$ cat config.mk
export PLATFORM = sky130hd
export DESIGN_NAME = layer_input_scheduler
export DESIGN_NICKNAME = d
export VERILOG_FILES = /design/src/rtl/lmnn_fwd_pkg.sv /design/src/rtl/active_mask_gen.sv /design/src/rtl/layer_input_scheduler.sv
export SDC_FILE = /design/constraint.sdc
export NUM_CORES = 1
export LEC_CHECK = 0
export CAP_MARGIN = 10
export CORE_AREA = 2 2 116 118
export CTS_CLUSTER_DIAMETER = 50
export DETAILED_ROUTE_END_ITERATION = 8
export DIE_AREA = 0 0 118 120
export PLACE_DENSITY = 0.72
export SLEW_MARGIN = 20
export SYNTH_ARGS = -nofsm -noshare
export SYNTH_HDL_FRONTEND = slang
export SYNTH_HIERARCHICAL = 1
export SYNTH_SLANG_ARGS = --single-unit
$ cat constraint.sdc
create_clock -name clk -period 2.6 [get_ports clk]
set_clock_uncertainty 0.2 [all_clocks]
set_input_delay 0.26 -clock clk [delete_from_list [all_inputs] [get_ports clk]]
set_output_delay 0.26 -clock clk [all_outputs]
set_load 0.02 [all_outputs]
$ cat src/rtl/lmnn_fwd_pkg.sv
// Shared FSM encoding, layer-size width and lane-mask helper for the layer forward path.
// Pure definitions: no latency, no flow control.
package lmnn_fwd_pkg;

    localparam int LAYER_SIZE_W = 8;

    localparam logic [1:0] ST_IDLE   = 2'd0;
    localparam logic [1:0] ST_LAUNCH = 2'd1;
    localparam logic [1:0] ST_WAIT   = 2'd2;
    localparam logic [1:0] ST_DONE   = 2'd3;

    // A size of zero or one beyond the physical lanes means "use every lane".
    function automatic logic lane_enabled(input logic [LAYER_SIZE_W-1:0] count,
                                          input int lane, input int num_lanes);
        int eff;
        eff = int'(count);
        if (eff == 0 || eff > num_lanes) begin
            eff = num_lanes;
        end
        return lane < eff;
    endfunction

endpackage

$ cat src/rtl/active_mask_gen.sv
// Lane count -> clamped low-lane enable mask.
// Combinational, zero latency, no flow control.
module active_mask_gen
    import lmnn_fwd_pkg::*;
#(
    parameter int NUM_NEURON = 6
) (
    input  logic [LAYER_SIZE_W-1:0] count,
    output logic [NUM_NEURON-1:0]   mask
);

    always_comb begin
        mask = '0;
        for (int i = 0; i < NUM_NEURON; i++) begin
            mask[i] = lane_enabled(count, i, NUM_NEURON);
        end
    end

endmodule

$ cat src/rtl/layer_input_scheduler.sv
// Sequences one sample through LAYER_MAX neuron layers, feeding each layer's outputs back as operands.
// Capture no earlier than SETTLE_CYCLES+1 after launch; sample accepted only in IDLE, result held until result_ready.
module layer_input_scheduler
    import lmnn_fwd_pkg::*;
#(
    parameter int LAYER_MAX      = 3,
    parameter int NUM_NEURON     = 6,
    parameter int INPUT_SIZE     = 9,
    parameter logic [LAYER_MAX*LAYER_SIZE_W-1:0] LAYER_SIZES = {8'd2, 8'd4, 8'd6},
    parameter int SETTLE_CYCLES  = 6,
    parameter int TIMEOUT_CYCLES = 255
) (
    input  logic                                 clk,
    input  logic                                 rst,
    input  logic                                 in_valid,
    output logic                                 in_ready,
    input  logic [NUM_NEURON*INPUT_SIZE-1:0]     in_data,
    input  logic [NUM_NEURON*INPUT_SIZE-1:0]     layer_data,
    input  logic [NUM_NEURON-1:0]                layer_valid,
    output logic [NUM_NEURON*INPUT_SIZE-1:0]     out_inputs,
    output logic [NUM_NEURON-1:0]                active,
    output logic                                 layer_start,
    output logic [$clog2(LAYER_MAX+1)-1:0]       layer,
    output logic                                 result_valid,
    output logic [NUM_NEURON*INPUT_SIZE-1:0]     result_data,
    input  logic                                 result_ready,
    output logic                                 timeout_err
);

    localparam int LW   = $clog2(LAYER_MAX + 1);
    localparam int DW   = NUM_NEURON * INPUT_SIZE;
    localparam int TMAX = (TIMEOUT_CYCLES > SETTLE_CYCLES) ? TIMEOUT_CYCLES : SETTLE_CYCLES;
    // One spare bit keeps the saturation point strictly above any compare threshold.
    localparam int TW   = $clog2(TMAX + 1) + 1;

    logic [1:0]              state;
    logic [TW-1:0]           timer;
    logic [DW-1:0]           operand_buf;
    logic [DW-1:0]           lane_bits;
    logic [LW-1:0]           next_layer;
    logic [LAYER_SIZE_W-1:0] size_sel;
    logic [NUM_NEURON-1:0]   next_mask;
    logic                    capture;
    logic                    timed_out;

    always_comb begin
        next_layer = (state == ST_IDLE) ? '0 : layer + LW'(1);
    end

    always_comb begin
        size_sel = '0;
        for (int i = 0; i < LAYER_MAX; i++) begin
            if (next_layer == LW'(i)) begin
                size_sel = LAYER_SIZES[i*LAYER_SIZE_W +: LAYER_SIZE_W];
            end
        end
    end

    active_mask_gen #(
        .NUM_NEURON (NUM_NEURON)
    ) u_mask (
        .count (size_sel),
        .mask  (next_mask)
    );

    always_comb begin
        lane_bits = '0;
        for (int n = 0; n < NUM_NEURON; n++) begin
            lane_bits[n*INPUT_SIZE +: INPUT_SIZE] = {INPUT_SIZE{active[n]}};
        end
    end

    // Capture beats timeout when both are true in the same cycle.
    always_comb begin
        capture   = (state == ST_WAIT) && (timer >= TW'(SETTLE_CYCLES))
                    && ((layer_valid & active) == active);
        timed_out = (state == ST_WAIT) && !capture && (timer >= TW'(TIMEOUT_CYCLES));
    end

    always_ff @(posedge clk) begin
        if (rst) begin
            state       <= ST_IDLE;
            layer       <= '0;
            active      <= '0;
            operand_buf <= '0;
            timer       <= '0;
        end else begin
            case (state)
                ST_IDLE: begin
                    if (in_valid) begin
                        operand_buf <= in_data;
                        layer       <= '0;
                        active      <= next_mask;
                        state       <= ST_LAUNCH;
                    end
                end
                ST_LAUNCH: begin
                    timer <= '0;
                    state <= ST_WAIT;
                end
                ST_WAIT: begin
                    if (timer != '1) begin
                        timer <= timer + TW'(1);
                    end
                    if (capture) begin
                        operand_buf <= layer_data & lane_bits;
                        if (layer == LW'(LAYER_MAX - 1)) begin
                            state <= ST_DONE;
                        end else begin
                            layer  <= next_layer;
                            active <= next_mask;
                            state  <= ST_LAUNCH;
                        end
                    end else if (timed_out) begin
                        state <= ST_IDLE;
                    end
                end
                ST_DONE: begin
                    if (result_ready) begin
                        state <= ST_IDLE;
                    end
                end
                default: state <= ST_IDLE;
            endcase
        end
    end

    always_comb begin
        in_ready     = (state == ST_IDLE);
        layer_start  = (state == ST_LAUNCH);
        result_valid = (state == ST_DONE);
        result_data  = operand_buf;
        out_inputs   = operand_buf & lane_bits;
        timeout_err  = timed_out;
    end

endmodule

==> results of run 1 <==
## power groups by stage
stage                     combinational [mW]  clock, mW  sequential [mW]
final                                   3.13       1.26             1.65
after global routing                    3.35       1.33             1.68
after CTS                               3.14       1.28             1.65
after detailed placement                3.14          0             1.67
after global placement                  3.08          0             1.66
after floorplan                         1.53          0             1.97
## how the worst max path moves through the flow
stage | from | to | slack [ps]
global placement | layer_valid[4] | timeout_err | 50
global route | timer[4] | timeout_err | 50
finish | timer[5] | timeout_err | 110
detailed placement | timer[5] | timeout_err | 20
floorplan | timer[4] | timer[7] | 340
CTS | timer[5] | timeout_err | 60
## through the flow
step	power [mW]	util (%)	instance area (um2)	setup slack, ps	std cells
after floorplan	3.50	-	4480	343	542
after global placement	4.74	54.2	7030	46.4	925
after detailed placement	4.81	54.2	7030	22.1	925
after CTS	6.07	56.4	7320	59.8	940
after global routing	6.36	56.4	7320	46.1	940
final	6.04	56.4	7320	109	940
## metal layers
layer	up-vias	part of all wire, %	track usage (%)	routed length, um
met5	-	0	0	0
met4	0	2.4	8.36	389
met3	39	6.3	4.13	1030
met2	206	51	40.3	8270
met1	2378	41	26.3	6630
li1	2370	-	-	-
## kinds of logic after synthesis
logic type	synth area share, %
other	0.170
adder cells (fa/ha/maj)	1.42
flip-flops	33.1
AND/OR/NAND/NOR	27.5
multiplexers	0.226
buffers and inverters	7.08
XOR/XNOR	0.595
AO/OA/AOI/OAI	30.0
## cell usage after synthesis (all sizes together)
master and count:
a2111oi 1, a211o 1, a211oi 1, a21o 2
a21oi 66, a221oi 1, a311oi 54, a31o 1
a31oi 4, a32oi 1, and2 57, and3 2
and4 2, buf 24, clkbuf 30, conb 2
dfxtp 73, ha 5, inv 9, mux2i 1
nand2 58, nand2b 5, nand3 68, nand3b 1
nand4 2, nand4b 4, nor2 14, nor2b 5
nor3 5, nor3b 1, nor4 3, nor4b 1
o211ai 1, o21ai 12, o21ba 1, o31a 1
o31ai 1, or2 2, or3 1, or3b 1
xor2 3
## cell type report
cell class | count | area share (%)
clock buffers | 12 | 3.50
clock inverters | 3 | 0.547
inverters | 9 | 0.461
multi-input cells | 406 | 37.1
flip-flops and latches | 73 | 20.0
well taps | 176 | 3.01
repair buffers | 261 | 35.4
## state kept, by name (all words and copies together), names as in the netlist
register,flops
active,6
state,2
result_data,54
timer,9
layer,2
## repair_timing
action                                  in CTS  in global routing
hold buffers                                 0                  0
resized for setup                            4                  2
endpoints found under the setup margin       1                  1
## critical path, stage by stage, from the launching register on
cell and delay, ps:
dfxtp_1 340, and4_4 220, and2_1 170, and3_1 200
ha_1 180, a211o_1 250, and3_1 200, buf_2 160
## placed cells by master (no fill, tap or decap), types with 5 or more instances in the layout
master / n
a21oi_1: 66
a311oi_2: 50
and2_1: 56
buf_4: 21
clkbuf_16: 9
clkdlybuf4s50_1: 235
conb_1: 17
dfxtp_1: 73
ha_1: 5
inv_1: 9
nand2_1: 58
nand3_1: 68
nor2_1: 14
nor3_1: 5
o21ai_0: 12
==> run metrics, run 1 <==
outcome complete, no violations; IO Count approximately 240; Synth area leader dfxtp_1; Area Growth Syn to Fin 65.7%; Area contributors post-synth dfxtp_1, a311oi_2, and2_1; share of post-route cells with drive strength above 1 13.5%; DIE HEIGHT approximately 120 um; Die Area approximately 0.014 mm2; PortBufs approximately 240; hold path endpoint timer[1]; RSZ-0062 raised after global routing false; crit path kind register to output pin; period utilization a little over nine tenths; routed vias/inst about 5.3; antenna cells 0; endpoint class of the critical path output pin; Worst Hold Class primary input to register; final wirelength ~16000 um; drt wl/cell ~17 um; core area approximately 0.013 mm2; total gr overflow 0; Reg2Reg Setup Slack around 200 ps; vias in the first global route 5013; global placer's final weighted congestion between 0.8 and 0.9; Tot GR Track Use between 20 and 25%; Logic pwr share around 52%; Final setup viols 0; clock buffer depth 2; Int Power roughly 3.6 mW; Final min period around 2500 ps; # clock sinks 73; Worst EP arrival roughly 2000 ps; fmax 401 MHz; pwr dens roughly 820 mW/mm2; post-synthesis sequential area ratio roughly a third; register area about 0.0015 mm2; Syn Area/Cell roughly 8.4 um2; multi-input logic area 0.00272 mm2; row cnt 42; Setup Fix Bufs, Post-CTS 0; TritonCTS Buffers 9; die width about 120 um; antenna violations before repair 0; worst rel slew slack 55.8%; CTS clk-pin slew, worst paths about 50 ps; Net Sw Frac around 40%; fin. max-slew vios 0; worst-margin pin slew 656 ps; clock share of power about a fifth; CTS tree done; root buffer cell clkbuf_16; worst reg-to-reg path cell count 7; Crit Reg-Reg Startpoint timer[3]; Post-DP HPWL 11700 um; peak supply drop roughly 0.31 mV; first-pass GRT wire length 25700 um; Critical Path Start Type register; hold_sp rst; CTS H-tree lvls 3; Fillers about 1200; Initial Util approximately 34%; max cap viols 0; cells after synthesis 527; hold_ws around 180 ps; P_sw 2.40 mW; largest net degree at the start of global routing 58; synth warn 6; Static Leakage between 2 and 3 nW; Hold Crit Depth 2; worst-path fanout max 4; Skew-Pair Late Insertion Delay roughly 320 ps; DR vias roughly 5000; Net count, final between 800 and 900; unique cell type count in the Yosys netlist 46; R2R Path End result_data[47]; Initial DRT Pass Iterations 4; Worst EP required between 2000 and 2500 ps; synthesized area about 0.0044 mm2; antenna viol nets, final 0; DRC 0; post-route setup TNS 0 ps; post-synth top area share ~33%; Seq cells post-synth between 70 and 80; initial DRC count 398; Final Hold Fails 0; Reg power frac around 27%
Note: power is estimated with default switching activity, not from simulation.
==> run 2, diff against run 1 <==
--- a/config.mk
+++ b/config.mk
@@ -5,11 +5,12 @@
 export SDC_FILE = /design/constraint.sdc
 export NUM_CORES = 1
 export LEC_CHECK = 0
+export ABC_AREA = 1
 export CAP_MARGIN = 10
-export CORE_AREA = 2 2 116 118
+export CORE_AREA = 2 2 117 119
 export CTS_CLUSTER_DIAMETER = 50
 export DETAILED_ROUTE_END_ITERATION = 8
-export DIE_AREA = 0 0 118 120
+export DIE_AREA = 0 0 119 121
 export PLACE_DENSITY = 0.72
 export SLEW_MARGIN = 20
 export SYNTH_ARGS = -nofsm -noshare
==> constraint.sdc (replaced) <==
create_clock -name clk -period 2.6 [get_ports clk]
set_clock_uncertainty 0.2 [all_clocks]
set_input_delay 0.52 -clock clk [delete_from_list [all_inputs] [get_ports clk]]
set_output_delay 0.52 -clock clk [all_outputs]
set_load 0.02 [all_outputs]
==> run 2 against run 1 <==
  * Via count up 7.6%
  * Clock power up 4%
  * Worst setup slack worse by 63 ps
  * Largest cell class is now non-clock buffers
  * Register-to-register slack better by 140 ps
  * Critical path type unchanged
  * Final cell count up 27%
  * Sequential power down 4%
==> run metrics, run 2 <==
Max stage delay cell, worst path dfxtp_2 (was dfxtp_1); Worst EP arrival 1830 ps (was 2030 ps); max FFs per register 54 (unchanged); CTS tree done (unchanged); worst-path fanout max 2 (was 4); synthesized area 0.00455 mm2 (was 0.00442 mm2); CTS clk-pin slew, worst paths 60 ps (was 50 ps); clock share of power 23.0% (was 20.8%); Cells after DPL 1178 (was 925); Area contributors post-synth dfxtp_1, nand2_1, a21oi_1 (was dfxtp_1, a311oi_2, and2_1); register area 0.00147 mm2 (was 0.00146 mm2); Post-synth EDFFs 0 (unchanged); Net Sw Frac 38.8% (was 39.8%); P_sw 2.22 mW (was 2.40 mW); Final Hold Fails 0 (unchanged); DRC 0 (unchanged); Final setup viols 0 (unchanged); Fillers 1274 (was 1171); Cell Chain, Critical Path ha_4, nand2_4, nor3_4, nand2_2, nor2_2, ha_2, nor2_1, nand2_1, inv_2, nor2_2, buf_6 (was and4_4, and2_1, and3_1, ha_1, a211o_1, and3_1, buf_2); synth warn 6 (unchanged); unique cell type count in the Yosys netlist 30 (was 46); DR vias 5374 (was 4993); IO Count 238 (unchanged); row cnt 42 (unchanged); peak supply drop 0.345 mV (was 0.311 mV); Int Power 3.50 mW (was 3.64 mW); Tot GR Track Use 20.3% (was 22.3%); Seq cells post-synth 73 (unchanged); # clock sinks 73 (unchanged); Critical Path Start Type register (unchanged); Final Non-Filler Cells 1195 (was 940); TritonCTS Buffers 9 (unchanged); vias in the first global route 4750 (was 5013); Initial Util 34.8% (was 34.1%); Synth area leader dfxtp_1 (unchanged); list of most frequent post-synthesis cells nand2_1, inv_1, nor2_1 (was dfxtp_1, nand3_1, a21oi_1); largest net degree at the start of global routing 81 (was 58); Setup Slack @ Placement -227 ps (was 22.1 ps); worst-margin pin slew 684 ps (was 656 ps); Skew-Pair Late Insertion Delay 330 ps (was 320 ps); antenna viol nets, final 0 (unchanged); Area Growth Syn to Fin 66.9% (was 65.7%); fmax 392 MHz (was 401 MHz); Syn Area/Cell 5.79 um2 (was 8.39 um2); DIE HEIGHT 121 um (was 120 um); initial DRC count 341 (was 398); Final min period 2550 ps (was 2490 ps); share of post-route cells with drive strength above 1 6.67% (was 13.5%); fin. max-slew vios 0 (unchanged); pwr dens 754 mW/mm2 (was 825 mW/mm2); Total Power 5.72 mW (was 6.04 mW); Async S/R FF share, synth 0% (unchanged); worst rel slew slack 54.4% (was 55.8%); post-synthesis sequential area ratio 32.1% (was 33.1%); ys flop type dfxtp_1 (unchanged); Net count, final 1138 (was 883); final wirelength 14700 um (was 16300 um); die width 119 um (was 118 um); root buffer cell clkbuf_16 (unchanged); most frequent cells in the layout nand2_1, clkdlybuf4s50_1, inv_1 (was clkdlybuf4s50_1, dfxtp_1, nand3_1); first-pass GRT wire length 23600 um (was 25700 um); routed vias/inst 4.50 (was 5.31); antenna cells 0 (unchanged); RSZ-0062 raised after global routing true (was false); drt wl/cell 12.3 um (was 17.4 um); Reg2Reg Setup Slack 340 ps (was 200 ps); post-synth top area share 32.1% (was 33.1%); PnR worst setup slack 45.9 ps (was 109 ps); Die Area 0.0144 mm2 (was 0.0142 mm2); Largest stage delay, worst path 350 ps (was 340 ps); CTS H-tree lvls 3 (unchanged); Logic pwr share 49.2% (was 51.9%); crit path kind register to output pin (unchanged); Reg power frac 27.9% (was 27.3%); total gr overflow 0 (unchanged); most frequent cell after synthesis nand2_1 (was dfxtp_1); endpoint class of the critical path output pin (unchanged); most common cell after layout, fill and taps aside nand2_1 (was clkdlybuf4s50_1); crit-path most repeated cell nor2_2 (was and3_1); cells after synthesis 785 (was 527); clock buffer depth 2 (unchanged); PortBufs 237 (unchanged); antenna violations before repair 0 (unchanged); multi-input logic area 0.00259 mm2 (was 0.00272 mm2); max cap viols 0 (unchanged); post-route setup TNS 0 ps (unchanged); period utilization 98.2% (was 95.8%); Post-DP HPWL 10700 um (was 11700 um); core area 0.0131 mm2 (was 0.0130 mm2); outcome complete, no violations (unchanged); Initial DRT Pass Iterations 4 (unchanged); Hold-fix buffers, CTS 0 (unchanged); Worst EP required 1880 ps (was 2140 ps); global placer's final weighted congestion 0.809 (was 0.867); Static Leakage 3.53 nW (was 2.68 nW); Worst Hold Class register to register (was primary input to register)
run 2: changes by cell type in the layout (fill, tap and decap cells not counted), moves of 5 or more:
cell / delta
nand2_1: +204
inv_1: +73
a311oi_2: -50
nand3_1: -5
and2_1: -56
conb_1: -8
o21ai_0: +46
nor2_1: +67
nand3b_1: +5
run 2: power by group through the flow:
| stage | sequential [mW] | clock (mW) | combinational, mW |
|---|---|---|---|
| 6_report | 1.59 | 1.31 | 2.81 |
| 5_1_grt | 1.64 | 1.40 | 3.12 |
| 4_1_cts | 1.59 | 1.34 | 2.83 |
| 3_5_place_dp | 1.61 | 0 | 2.83 |
| 3_3_place_gp | 1.61 | 0 | 2.81 |
| 2_1_floorplan | 1.86 | 0 | 1.35 |
run 2: what timing repair did:
action / 4_1_cts / 5_1_grt
buffers inserted: 0 / 2
setup endpoints to repair: 1 / 6
pin swaps: 0 / 6
gates resized for setup: 7 / 13
hold endpoints to repair: 0 / 0
run 2: path summary, 6_finish.rpt:
kind                 start           to  depth (start not counted)
setup / recovery  timer[1]  timeout_err                         11
hold / removal    timer[7]     timer[7]                          2
setup reg to reg  timer[1]     timer[7]                         13
hold reg to reg   timer[7]     timer[7]                          2
run 2: kinds of logic after synthesis:
logic type | after synthesis | share of synthesized area, %
fa+ha+maj | 5 | 1.38
xor+xnor | 2 | 0.385
simple gates | 429 | 38.4
flops | 73 | 32.1
buf+inv | 141 | 12.6
compound gates | 133 | 14.9
other cells | 2 | 0.165
run 2: final cells by class:
| type | instances | share of cell area [%] |
|---|---|---|
| clock inverters | 3 | 0.857 |
| multi-input cells | 578 | 34.2 |
| well taps | 176 | 2.90 |
| inverters | 85 | 4.20 |
| clock buffers | 12 | 3.25 |
| repair buffers | 268 | 35.3 |
| flip-flops and latches | 73 | 19.3 |
run 2: critical path, delay by kind of cell (launching register included):
family	cells	cell delay (ps)
simple gates	7	660
fa+ha+maj	2	320
buf+inv	2	160
flops	1	350
run 2: through the flow:
stage | util, % | hold WS (ps) | area (um2)
final | 58.0 | 305 | 7590
after global routing | 58.0 | 341 | 7590
after CTS | 57.6 | 310 | 7540
after detailed placement | 55.2 | 296 | 7220
after global placement | 55.2 | 284 | 7220
after floorplan | - | 247 | 4570
run 2: metal layers:
| layer | vias up | routed length (um) | track usage, % |
|---|---|---|---|
| met5 | - | 0 | 0 |
| met4 | 0 | 233 | 6.40 |
| met3 | 17 | 652 | 3.95 |
| met2 | 138 | 7320 | 36.0 |
| met1 | 2317 | 6460 | 24.6 |
| li1 | 2902 | - | - |
==> run 3, diff against run 2 <==
--- a/config.mk
+++ b/config.mk
@@ -11,7 +11,7 @@
 export CTS_CLUSTER_DIAMETER = 50
 export DETAILED_ROUTE_END_ITERATION = 8
 export DIE_AREA = 0 0 119 121
-export PLACE_DENSITY = 0.72
+export PLACE_DENSITY = 0.75
 export SLEW_MARGIN = 20
 export SYNTH_ARGS = -nofsm -noshare
 export SYNTH_HDL_FRONTEND = slang
==> constraint.sdc (replaced) <==
create_clock -name clk -period 2.19 [get_ports clk]
set_clock_uncertainty 0.2 [all_clocks]
set_input_delay 0.438 -clock clk [delete_from_list [all_inputs] [get_ports clk]]
set_output_delay 0.438 -clock clk [all_outputs]
set_load 0.02 [all_outputs]
==> run 3 against run 2 <==
  * The flow now finishes with violations (negative setup slack)
  * First-iteration DRC count shrank 31%
  * Global-route usage barely moved
  * Core utilization is 1.5 points higher
  * Design area rose by 2.6%
  * Sequential share of layout area shrank 0.50 points
  * Largest cell class unchanged
==> run metrics, run 3 (synthesized netlist as in run 2, its figures left out) <==
TritonCTS Buffers 9 (unchanged); most common cell after layout, fill and taps aside nand2_1 (unchanged); die width 119 um (unchanged); Area Growth Syn to Fin 71.2% (was 66.9%); CTS tree done (unchanged); Top delay family on crit path simple AND/OR/NAND/NOR gates (unchanged); global placer's final weighted congestion 0.820 (was 0.809); pwr dens 854 mW/mm2 (was 754 mW/mm2); antenna viol nets, final 0 (unchanged); row cnt 42 (unchanged); Core Util, Final 59.5% (was 58.0%); Final min period about 2400 ps; antenna cells 0 (unchanged); Cells after DPL 1192 (was 1178); max FFs per register 54 (unchanged); Final setup viols 4 (was 0); Worst Hold Class register to register (unchanged); drt wl/cell 12.5 um (was 12.3 um); RSZ-0062 raised after global routing true (unchanged); root buffer cell clkbuf_16 (unchanged); initial DRC count 235 (was 341); routed vias/inst 4.58 (was 4.50); Initial DRT Pass Iterations 4 (unchanged); fin. max-slew vios 0 (unchanged); Final Non-Filler Cells 1214 (was 1195); DIE HEIGHT 121 um (unchanged); IO Count 238 (unchanged); Static Leakage 3.96 nW (was 3.53 nW); Final Hold Fails 0 (unchanged); Hold-fix buffers, CTS 0 (unchanged); CTS H-tree lvls 3 (unchanged); Cell Chain, Critical Path ha_4, nand2_4, nor3_4, nand2_2, nor2_4, ha_2, nor2_1, nand2_1, inv_2, nor2_2, buf_6 (was ha_4, nand2_4, nor3_4, nand2_2, nor2_2, ha_2, nor2_1, nand2_1, inv_2, nor2_2, buf_6); clock buffer depth 2 (unchanged); Die Area 0.0144 mm2 (unchanged); share of post-route cells with drive strength above 1 10.1% (was 6.67%); most frequent cells in the layout nand2_1, clkdlybuf4s50_1, nor2_1 (was nand2_1, clkdlybuf4s50_1, inv_1); largest net degree at the start of global routing 87 (was 81); Tot GR Track Use 20.2% (was 20.3%); core area 0.0131 mm2 (unchanged); CTS clk-pin slew, worst paths 60 ps (about the same); PnR worst setup slack -259 ps (was 45.9 ps); Skew-Pair Late Insertion Delay 330 ps (about the same); first-pass GRT wire length 23600 um (about the same); Total Power 6.65 mW (was 5.72 mW); Worst EP required 1550 ps (was 1880 ps); fmax between 400 and 500 MHz; failing checks negative setup slack; Net count, final 1156 (was 1138); total gr overflow 0 (unchanged); Max stage delay cell, worst path dfxtp_2 (unchanged); Fillers 1292 (was 1274); DR vias 5566 (was 5374); worst-path fanout max 2 (unchanged); Initial Util 34.8% (unchanged); antenna violations before repair 0 (unchanged); Buf/Inv on CP 2 (unchanged); endpoint class of the critical path output pin (unchanged); crit path kind register to output pin (unchanged); peak supply drop 0.313 mV (was 0.345 mV); PortBufs 237 (unchanged); Worst EP arrival 1810 ps (was 1830 ps); outcome complete, but fails checks (was complete, no violations); Critical Path Start Type register (unchanged); Post-DP HPWL 10900 um (was 10700 um); Largest stage delay, worst path 350 ps (about the same); DRC 0 (unchanged); max cap viols 0 (unchanged); # clock sinks 73 (unchanged); final wirelength 15100 um (was 14700 um); vias in the first global route 4887 (was 4750); period utilization 112%
==> run 3: cell count changes in the layout (fill, tap and decap cells not counted), sizes merged <==
cell,delta
clkbuf,+1
clkinv,+2
dlygate4sd2,+58
dlymetal6s2s,+5
buf,+18
bufinv,-2
clkdlybuf4s50,-63
==> run 3: where the power goes <==
group | internal, mW | total (mW) | switching, mW
logic | 1.50 | 3.39 | 1.89
registers | 1.64 | 1.89 | 0.254
clock network | 0.823 | 1.37 | 0.545
==> run 3: worst reg2reg max path, cell delays in order, from the launching register on <==
cell and delay [ps]:
dfxtp_2 330, ha_4 170, nand2_4 60, nor3_4 50, nand2_2 90, nor2_4 40
buf_4 120, buf_4 120, buf_4 120, ha_1 160, inv_1 60, nand2_2 100
buf_6 150, a21boi_4 150, nand3_2 90, xor2_1 170, nor2_1 50
==> run 3: stage by stage <==
stage / TNS [ps] / hold slack [ps] / setup WS, ps / cell area, um2
2_1_floorplan: 0 / 247 / 69.6 / 4580
3_3_place_gp: -7300 / 284 / -461 / 7360
3_5_place_dp: -7670 / 291 / -499 / 7360
4_1_cts: -292 / 305 / -292 / 7650
5_1_grt: -1210 / 337 / -336 / 7790
6_report: -526 / 298 / -259 / 7790
==> run 3: repair_timing <==
action / 4_1_cts / 5_1_grt
hold endpoints to repair: 0 / 0
resized for setup: 82 / 33
setup endpoints to repair: 68 / 16
pin swaps: 7 / 13
setup buffers: 3 / 3
==> run 3: final cells by class <==
cell class	count	area, um2	area share [%]
Clock buffer	13	260	3.34
Clock inverter	3	15.0	0.193
Inverter	85	324	4.16
Multi-Input combinational cell	578	2680	34.5
Sequential cell	73	1460	18.8
Tap cell	176	220	2.83
Timing Repair Buffer	286	2820	36.2
==> run 3: final timing paths <==
| kind | endpoint | from | slack [ps] | cells past startpoint |
|---|---|---|---|---|
| worst max-delay path | timeout_err | timer[0] | -260 | 11 |
| worst min-delay path | result_data[48] | result_data[48] | 300 | 2 |
| worst max register to register | timer[5] | timer[0] | -160 | 16 |
| worst min register to register | result_data[48] | result_data[48] | 300 | 2 |
==> run 3: per-layer routing <==
metal | global-route usage (%) | routed length, um
met3 | 3.52 | 710
met2 | 36.3 | 7700
met5 | 0 | 0
met4 | 8.41 | 381
met1 | 23.7 | 6330
